==> src/rtl/pll_reset_pkg.sv <==
// Shared types for the PLL reset sequencer: FSM state encoding and lock-loss counter width.
// The PLL_RST state only exists when PLL_WATCHDOG_EN is defined.
package pll_reset_pkg;

    localparam int unsigned LLC_W = 8;

`ifdef PLL_WATCHDOG_EN
    typedef enum logic [2:0] {
        WAIT_LOCK,
        HOLD,
        RELEASE,
        RUN,
        PLL_RST
    } state_e;
`else
    typedef enum logic [1:0] {
        WAIT_LOCK,
        HOLD,
        RELEASE,
        RUN
    } state_e;
`endif

    function automatic int unsigned max_u(input int unsigned a, input int unsigned b);
        return (a > b) ? a : b;
    endfunction

endpackage

==> src/rtl/pll_reset_seq_if.sv <==
// Bundle between the reset sequencer and its surroundings: PLL lock in, stage resets and status out.
interface pll_reset_seq_if
    import pll_reset_pkg::*;
#(
    parameter int unsigned NUM_STAGES = 3
) ();

    logic                  locked;
    logic [NUM_STAGES-1:0] rst_out;
    logic                  ready;
    logic [LLC_W-1:0]      lock_loss_cnt;
    logic                  pll_rst;

    modport master (
        input  locked,
        output rst_out,
        output ready,
        output lock_loss_cnt,
        output pll_rst
    );

    modport slave (
        output locked,
        input  rst_out,
        input  ready,
        input  lock_loss_cnt,
        input  pll_rst
    );

endinterface

==> src/rtl/sync_2ff.sv <==
// Two-flop synchroniser, asynchronous active-high reset to 0.
module sync_2ff (
    input  logic clk_i,
    input  logic rst_i,
    input  logic d_i,
    output logic q_o
);

    logic meta_q;
    logic sync_q;

    always_ff @(posedge clk_i or posedge rst_i) begin
        if (rst_i) begin
            meta_q <= 1'b0;
            sync_q <= 1'b0;
        end else begin
            meta_q <= d_i;
            sync_q <= meta_q;
        end
    end

    assign q_o = sync_q;

endmodule

==> src/rtl/pll_reset_seq.sv <==
// PLL lock qualifier and ordered reset release; re-asserts all stage resets on filtered lock loss.
// Optional PLL watchdog (pulses pll_rst when lock never arrives) enabled by macro PLL_WATCHDOG_EN.
module pll_reset_seq
    import pll_reset_pkg::*;
#(
    parameter int unsigned NUM_STAGES     = 3,
    parameter int unsigned HOLD_CYCLES    = 1024,
    parameter int unsigned STAGE_GAP      = 16,
    parameter int unsigned LOSS_FILTER    = 4,
    parameter int unsigned WD_TIMEOUT     = 65536,
    parameter int unsigned PLL_RST_CYCLES = 32
) (
    input  logic            clk_25MHz,
    input  logic            reset,
    pll_reset_seq_if.master pll_if
);

    localparam bit CFG_OK = (NUM_STAGES >= 1) && (HOLD_CYCLES >= 1) && (STAGE_GAP >= 1) &&
                            (LOSS_FILTER >= 1) && (WD_TIMEOUT >= 1) && (PLL_RST_CYCLES >= 1);

    if (!CFG_OK) begin : g_bad_cfg
        $error("pll_reset_seq: all counts must be >= 1");
    end

`ifdef PLL_WATCHDOG_EN
    localparam int unsigned CNT_MAX = max_u(max_u(HOLD_CYCLES, STAGE_GAP), PLL_RST_CYCLES);
    localparam int unsigned WW      = $clog2(WD_TIMEOUT + 1);
`else
    localparam int unsigned CNT_MAX = max_u(HOLD_CYCLES, STAGE_GAP);
`endif
    localparam int unsigned CW = $clog2(CNT_MAX + 1);
    localparam int unsigned LW = $clog2(LOSS_FILTER + 1);

    logic locked_s;

    sync_2ff u_lock_sync (
        .clk_i (clk_25MHz),
        .rst_i (reset),
        .d_i   (pll_if.locked),
        .q_o   (locked_s)
    );

    state_e                state_q, state_d;
    logic [CW-1:0]         cnt_q, cnt_d;
    logic [LW-1:0]         lcnt_q, lcnt_d;
    logic [NUM_STAGES-1:0] rst_out_q, rst_out_d;
    logic                  ready_q, ready_d;
    logic [LLC_W-1:0]      llc_q, llc_d;
    logic                  loss_hit;
`ifdef PLL_WATCHDOG_EN
    logic [WW-1:0]         wcnt_q, wcnt_d;
    logic                  pll_rst_q, pll_rst_d;
`endif

    always_ff @(posedge clk_25MHz or posedge reset) begin
        if (reset) begin
            state_q   <= WAIT_LOCK;
            cnt_q     <= '0;
            lcnt_q    <= '0;
            rst_out_q <= '1;
            ready_q   <= 1'b0;
            llc_q     <= '0;
`ifdef PLL_WATCHDOG_EN
            wcnt_q    <= '0;
            pll_rst_q <= 1'b0;
`endif
        end else begin
            state_q   <= state_d;
            cnt_q     <= cnt_d;
            lcnt_q    <= lcnt_d;
            rst_out_q <= rst_out_d;
            ready_q   <= ready_d;
            llc_q     <= llc_d;
`ifdef PLL_WATCHDOG_EN
            wcnt_q    <= wcnt_d;
            pll_rst_q <= pll_rst_d;
`endif
        end
    end

    always_comb begin
        state_d   = state_q;
        cnt_d     = cnt_q;
        lcnt_d    = '0;
        rst_out_d = rst_out_q;
        ready_d   = ready_q;
        llc_d     = llc_q;
        loss_hit  = 1'b0;
`ifdef PLL_WATCHDOG_EN
        wcnt_d    = '0;
        pll_rst_d = 1'b0;
`endif

        if ((state_q == RELEASE) || (state_q == RUN)) begin
            if (!locked_s) begin
                lcnt_d   = lcnt_q + LW'(1);
                loss_hit = (lcnt_q == LW'(LOSS_FILTER - 1));
            end
        end

        case (state_q)
            WAIT_LOCK: begin
                cnt_d = '0;
                if (locked_s) begin
                    state_d = HOLD;
                end
`ifdef PLL_WATCHDOG_EN
                else if (wcnt_q == WW'(WD_TIMEOUT - 1)) begin
                    state_d   = PLL_RST;
                    pll_rst_d = 1'b1;
                end else begin
                    wcnt_d = wcnt_q + WW'(1);
                end
`endif
            end

            HOLD: begin
                if (!locked_s) begin
                    state_d = WAIT_LOCK;
                    cnt_d   = '0;
                end else if (cnt_q == CW'(HOLD_CYCLES - 1)) begin
                    state_d   = RELEASE;
                    cnt_d     = '0;
                    rst_out_d = rst_out_q << 1;
                end else begin
                    cnt_d = cnt_q + CW'(1);
                end
            end

            // Stages clear LSB-first by shifting zeros in; all-zero means the last stage is out.
            RELEASE: begin
                if (rst_out_q == '0) begin
                    state_d = RUN;
                    ready_d = 1'b1;
                    cnt_d   = '0;
                end else if (cnt_q == CW'(STAGE_GAP - 1)) begin
                    rst_out_d = rst_out_q << 1;
                    cnt_d     = '0;
                end else begin
                    cnt_d = cnt_q + CW'(1);
                end
            end

            RUN: begin
                cnt_d = '0;
            end

`ifdef PLL_WATCHDOG_EN
            PLL_RST: begin
                pll_rst_d = 1'b1;
                if (cnt_q == CW'(PLL_RST_CYCLES - 1)) begin
                    state_d   = WAIT_LOCK;
                    pll_rst_d = 1'b0;
                    cnt_d     = '0;
                end else begin
                    cnt_d = cnt_q + CW'(1);
                end
            end
`endif

            default: begin
                state_d = WAIT_LOCK;
                cnt_d   = '0;
            end
        endcase

        // Applied last so a loss landing on a release edge overrides the stage clear.
        if (loss_hit) begin
            state_d   = WAIT_LOCK;
            cnt_d     = '0;
            lcnt_d    = '0;
            rst_out_d = '1;
            ready_d   = 1'b0;
            if (llc_q != '1) begin
                llc_d = llc_q + LLC_W'(1);
            end
        end
    end

    assign pll_if.rst_out       = rst_out_q;
    assign pll_if.ready         = ready_q;
    assign pll_if.lock_loss_cnt = llc_q;
`ifdef PLL_WATCHDOG_EN
    assign pll_if.pll_rst       = pll_rst_q;
`else
    assign pll_if.pll_rst       = 1'b0;
`endif

endmodule

==> src/flat_wrapper.sv <==
// flat-port wrapper written by rule: the top's interface ports become plain ports
module pll_reset_seq_flat import pll_reset_pkg::*;
#(
    parameter int unsigned NUM_STAGES     = 3,
    parameter int unsigned HOLD_CYCLES    = 1024,
    parameter int unsigned STAGE_GAP      = 16,
    parameter int unsigned LOSS_FILTER    = 4,
    parameter int unsigned WD_TIMEOUT     = 65536,
    parameter int unsigned PLL_RST_CYCLES = 32
)
  (clk_25MHz, reset, pll_if_locked, pll_if_rst_out, pll_if_ready, pll_if_lock_loss_cnt, pll_if_pll_rst);
  pll_reset_seq_if #(.NUM_STAGES(NUM_STAGES)) pll_if_i ();
  input  logic clk_25MHz;
  input  logic reset;
  input wire logic [$bits(pll_if_i.locked)-1:0] pll_if_locked;
  output wire logic [$bits(pll_if_i.rst_out)-1:0] pll_if_rst_out;
  output wire logic [$bits(pll_if_i.ready)-1:0] pll_if_ready;
  output wire logic [$bits(pll_if_i.lock_loss_cnt)-1:0] pll_if_lock_loss_cnt;
  output wire logic [$bits(pll_if_i.pll_rst)-1:0] pll_if_pll_rst;
  assign pll_if_i.locked = pll_if_locked;
  assign pll_if_rst_out = pll_if_i.rst_out;
  assign pll_if_ready = pll_if_i.ready;
  assign pll_if_lock_loss_cnt = pll_if_i.lock_loss_cnt;
  assign pll_if_pll_rst = pll_if_i.pll_rst;
  pll_reset_seq #(.NUM_STAGES(NUM_STAGES), .HOLD_CYCLES(HOLD_CYCLES), .STAGE_GAP(STAGE_GAP), .LOSS_FILTER(LOSS_FILTER), .WD_TIMEOUT(WD_TIMEOUT), .PLL_RST_CYCLES(PLL_RST_CYCLES)) u_core (.clk_25MHz(clk_25MHz), .reset(reset), .pll_if(pll_if_i));
endmodule
==> config.mk <==
export PLATFORM = sky130hd
export DESIGN_NAME = pll_reset_seq_flat
export DESIGN_NICKNAME = d
export VERILOG_FILES = /design/src/rtl/pll_reset_pkg.sv /design/src/rtl/pll_reset_seq_if.sv /design/src/rtl/sync_2ff.sv /design/src/rtl/pll_reset_seq.sv /design/src/flat_wrapper.sv
export SDC_FILE = /design/constraint.sdc
export NUM_CORES = 1
export LEC_CHECK = 0
export ABC_CLOCK_PERIOD_IN_PS = 1900
export BUFFER_PORTS_ARGS = -buffer_cell sky130_fd_sc_hd__buf_2
export CORE_ASPECT_RATIO = 0.8
export CORE_MARGIN = 2
export CORE_UTILIZATION = 33
export DETAILED_ROUTE_END_ITERATION = 6
export PLACE_DENSITY = 0.57
export SLEW_MARGIN = 20
export SYNTH_ARGS = -nofsm -noshare
export SYNTH_HDL_FRONTEND = slang
export SYNTH_HIERARCHICAL = 1
export SYNTH_SLANG_ARGS = --single-unit
==> constraint.sdc <==
create_clock -name clk_25MHz -period 1.9 [get_ports clk_25MHz]
set_input_delay 0.38 -clock clk_25MHz [delete_from_list [all_inputs] [get_ports clk_25MHz]]
set_output_delay 0.38 -clock clk_25MHz [all_outputs]
set_load 0.05 [all_outputs]
==> flow_metrics.py <==
metrics = {
    "status": {
        "status": "finished, final reports clean",
    },
    "clock_network": {
        "clock_path_buffers": 2,
        "clk_pin_slew_worst_paths_ns": 0.07,
        "cts_tree": "yes",
        "root_buffer": "clkbuf_8",
        "htreeDepth": 2,
        "insertion_delay_ns": 0.28,
        "clock_sinks": 30,
        "cts_made_buffers": 5,
    },
    "timing": {
        "rsz0062_at_grt": "true",
        "hold_violations": 0,
        "setup_viol": 0,
        "relSlewSlack": 0.506,
        "fin_skew_ns": 0.00582,
        "setup_tns_ns": 0,
        "post-route-period-util": 0.954,
        "fmax_ghz": 0.551,
        "slew_violations": 0,
        "worst_pin_slew_ns": 0.735,
        "period_minus_slack_ns": 1.81,
    },
    "global_routing": {
        "grt_pass1_wl_um": 5000,
        "grt_usage": 0.127,
        "antenna_found_initial": 0,
        "grt_max_degree": 29,
        "grt_overflow": 0,
        "grt_pass1_vias": 1124,
    },
    "yosys": {
        "synth_common_cells": "dfrtp_1, nor2_1, nand2_1",
        "synthesis.nets": 154,
        "syn_inst": 143,
        "synth.distinct_cells": 40,
        "ys.flop_type": "dfrtp_1",
        "synth_area_leaders": "dfrtp_1, ha_1, xnor2_1",
        "async_flop_share": 1.00,
        "synthMostInstantiatedCell": "dfrtp_1",
        "synth_area_leader_cell": "dfrtp_1",
        "synth.avg_cell_area_um2": 10.7,
        "yosys_register_bits": 30,
        "ys_warn_count": 6,
        "synth-edff-count": 0,
        "synth_top_area_share": 0.442,
        "netlist_area_um2": 1530,
        "ys_seq_area_frac": 0.493,
    },
    "die": {
        "core_area_um2": 4510,
        "io_pins": 16,
        "num_rows": 22,
        "die_h_um": 64.9,
        "die-area_um2": 5200,
        "start_util": 0.339,
        "fp.dieW_um": 80.1,
    },
    "final_layout": {
        "nFillCells": 446,
        "finalNonFillerCells": 236,
        "layout.nets": 187,
        "drive_gt1_frac": 0.295,
        "antenna_cells": 0,
        "area_growth_pct": 22.3,
    },
    "worst_setup_path": {
        "cpPeakStageDelay_ns": 0.48,
        "cp_slowest_cell": "or4_1",
        "critPathMaxFanout": 4,
        "critPathTopFamily": "simple AND/OR/NAND/NOR gates",
        "path_buf_inv": 1,
        "crit_arrival_ns": 2.03,
        "crit_type": "flip-flop to flip-flop",
        "crit_path_start_kind": "flip-flop",
        "worstPathRequired_ns": 2.12,
        "endpoint_kind": "flip-flop",
        "crit_chain": "inv_1, ha_2, nor2_1, a211oi_2, o21ai_1, or4_1, o21a_1",
    },
    "pwr": {
        "ir_drop_mv": 0.758,
        "power_density_nw_per_um2": 1120,
        "power_leakage_uw": 0.000872,
    },
    "detailed_routing": {
        "totalWireLength_um": 2890,
        "antenna_left": 0,
        "drc": 0,
        "via_count": 1103,
        "drtIter0Drc": 72,
        "viasPerCell": 4.67,
        "dr.pass1.iters": 4,
        "wl_per_cell_um": 12.2,
    },
    "hold_path": {
        "min_path_type": "input pin to flip-flop",
    },
    "placed_design": {
        "port_buffers": 14,
        "placedCellCount": 225,
        "dp_hpwl_um": 2120,
        "gp_congestion": 0.818,
    },
    "run": {
        "max_cap_violations": 0,
    },
}
-- cell families (layout without fill, tap and decap cells) --
kind of cell	count (synthesis)	after routing	share of synthesized area
buffers and inverters	11	44	0.0295
AO/OA/AOI/OAI	15	15	0.0794
AND/OR/NAND/NOR	59	59	0.217
multiplexers	4	4	0.0270
adder cells (fa/ha/maj)	8	8	0.0655
flip-flops	30	30	0.493
XOR/XNOR	15	15	0.0859
other	1	1	0.00245
-- worst paths after layout --
kind	to	start	slack, ns	depth (start not counted)
min in group asynchronous	u_core/u_lock_sync/q_o	reset	0.50	3
max reg2reg	u_core/pll_if.rst_out[2]	u_core/state_q[1]	0.09	7
min	u_core/u_lock_sync/meta_q	pll_if_locked	0.21	1
max in group asynchronous	u_core/pll_if.rst_out[1]	reset	0.89	4
max	u_core/pll_if.rst_out[2]	u_core/state_q[1]	0.09	7
min reg2reg	u_core/u_lock_sync/q_o	u_core/u_lock_sync/meta_q	0.35	0
-- stage by stage --
| stage | power [uW] | worst slack, ns | utilization | hold slack, ns | area [um^2] |
|---|---|---|---|---|---|
| after global routing | 2240 | -0.0227 | 0.414 | 0.184 | 1870 |
| after CTS | 2040 | 0.0194 | 0.405 | 0.194 | 1830 |
| after floorplan | 1360 | 0.00721 | - | 0.121 | 1540 |
| after global placement | 1510 | 0.0306 | 0.386 | 0.242 | 1740 |
| after detailed placement | 1540 | 0.00377 | 0.386 | 0.248 | 1740 |
| final | 2100 | 0.0867 | 0.414 | 0.206 | 1870 |
-- flip-flops by register name (all words and copies together) (netlist names) --
name / cells
u_core/pll_if.ready: 1
u_core/pll_if.rst_out: 3
u_core/cnt_q: 11
u_core/u_lock_sync/meta_q: 1
u_core/pll_if.lock_loss_cnt: 8
u_core/u_lock_sync/q_o: 1
u_core/lcnt_q: 3
u_core/state_q: 2
-- power by group --
part | internal, uW | total [uW] | switching, uW
clock | 245 | 476 | 231
combinational | 336 | 823 | 487
sequential | 738 | 799 | 60.6
-- area by class of cell --
class,instances,area (um^2),area share
clock inverters,2,10.0,0.00535
well taps,60,75.1,0.0402
repair buffers,28,178,0.0950
inverters,9,33.8,0.0181
multi-input cells,102,749,0.401
clock buffers,5,68.8,0.0368
flip-flops and latches,30,754,0.404
-- routing by layer --
metal  wire length [um]  GRT usage
met5                  0          0
met4                 43     0.0636
met3                149     0.0432
met2               1350      0.192
met1               1350      0.163
-- cells in the final DEF, fill, tap and decap left out, types with 2 or more instances in the layout --
master    Yosys  final
a21oi_1       2      2
and3_1        3      3
and3_2        2      2
buf_2         0     14
buf_4         1     13
clkbuf_8      0      5
clkinv_2      0      2
dfrtp_1      27     27
dfstp_2       3      3
ha_1          8      6
inv_1         9      8
mux2i_1       3      3
nand2_1      12     12
nand3_1       4      4
nand4_1       4      4
nor2_1       19     19
nor2b_1       2      2
o21a_1        2      2
o21ai_0       3      2
or3_1         2      2
or4_1         2      2
xnor2_1      10     10
xor2_1        5      5
-- worst register-to-register path: cells and delay by family, from the launching register on --
kind | cells | cell delay [ns]
AO/OA/AOI/OAI | 3 | 0.48
flip-flops | 1 | 0.40
AND/OR/NAND/NOR | 2 | 0.56
adder cells (fa/ha/maj) | 1 | 0.22
buffers and inverters | 1 | 0.10
-- what timing repair did --
action | CTS | global route
resized for setup | 1 | 3
pin swaps | 0 | 1
setup endpoints to repair | 2 | 9
buffers inserted | 0 | 3
hold buffers | 1 | 0
hold endpoints to repair | 2 | 0
Note: power is estimated with default switching activity, not from simulation.
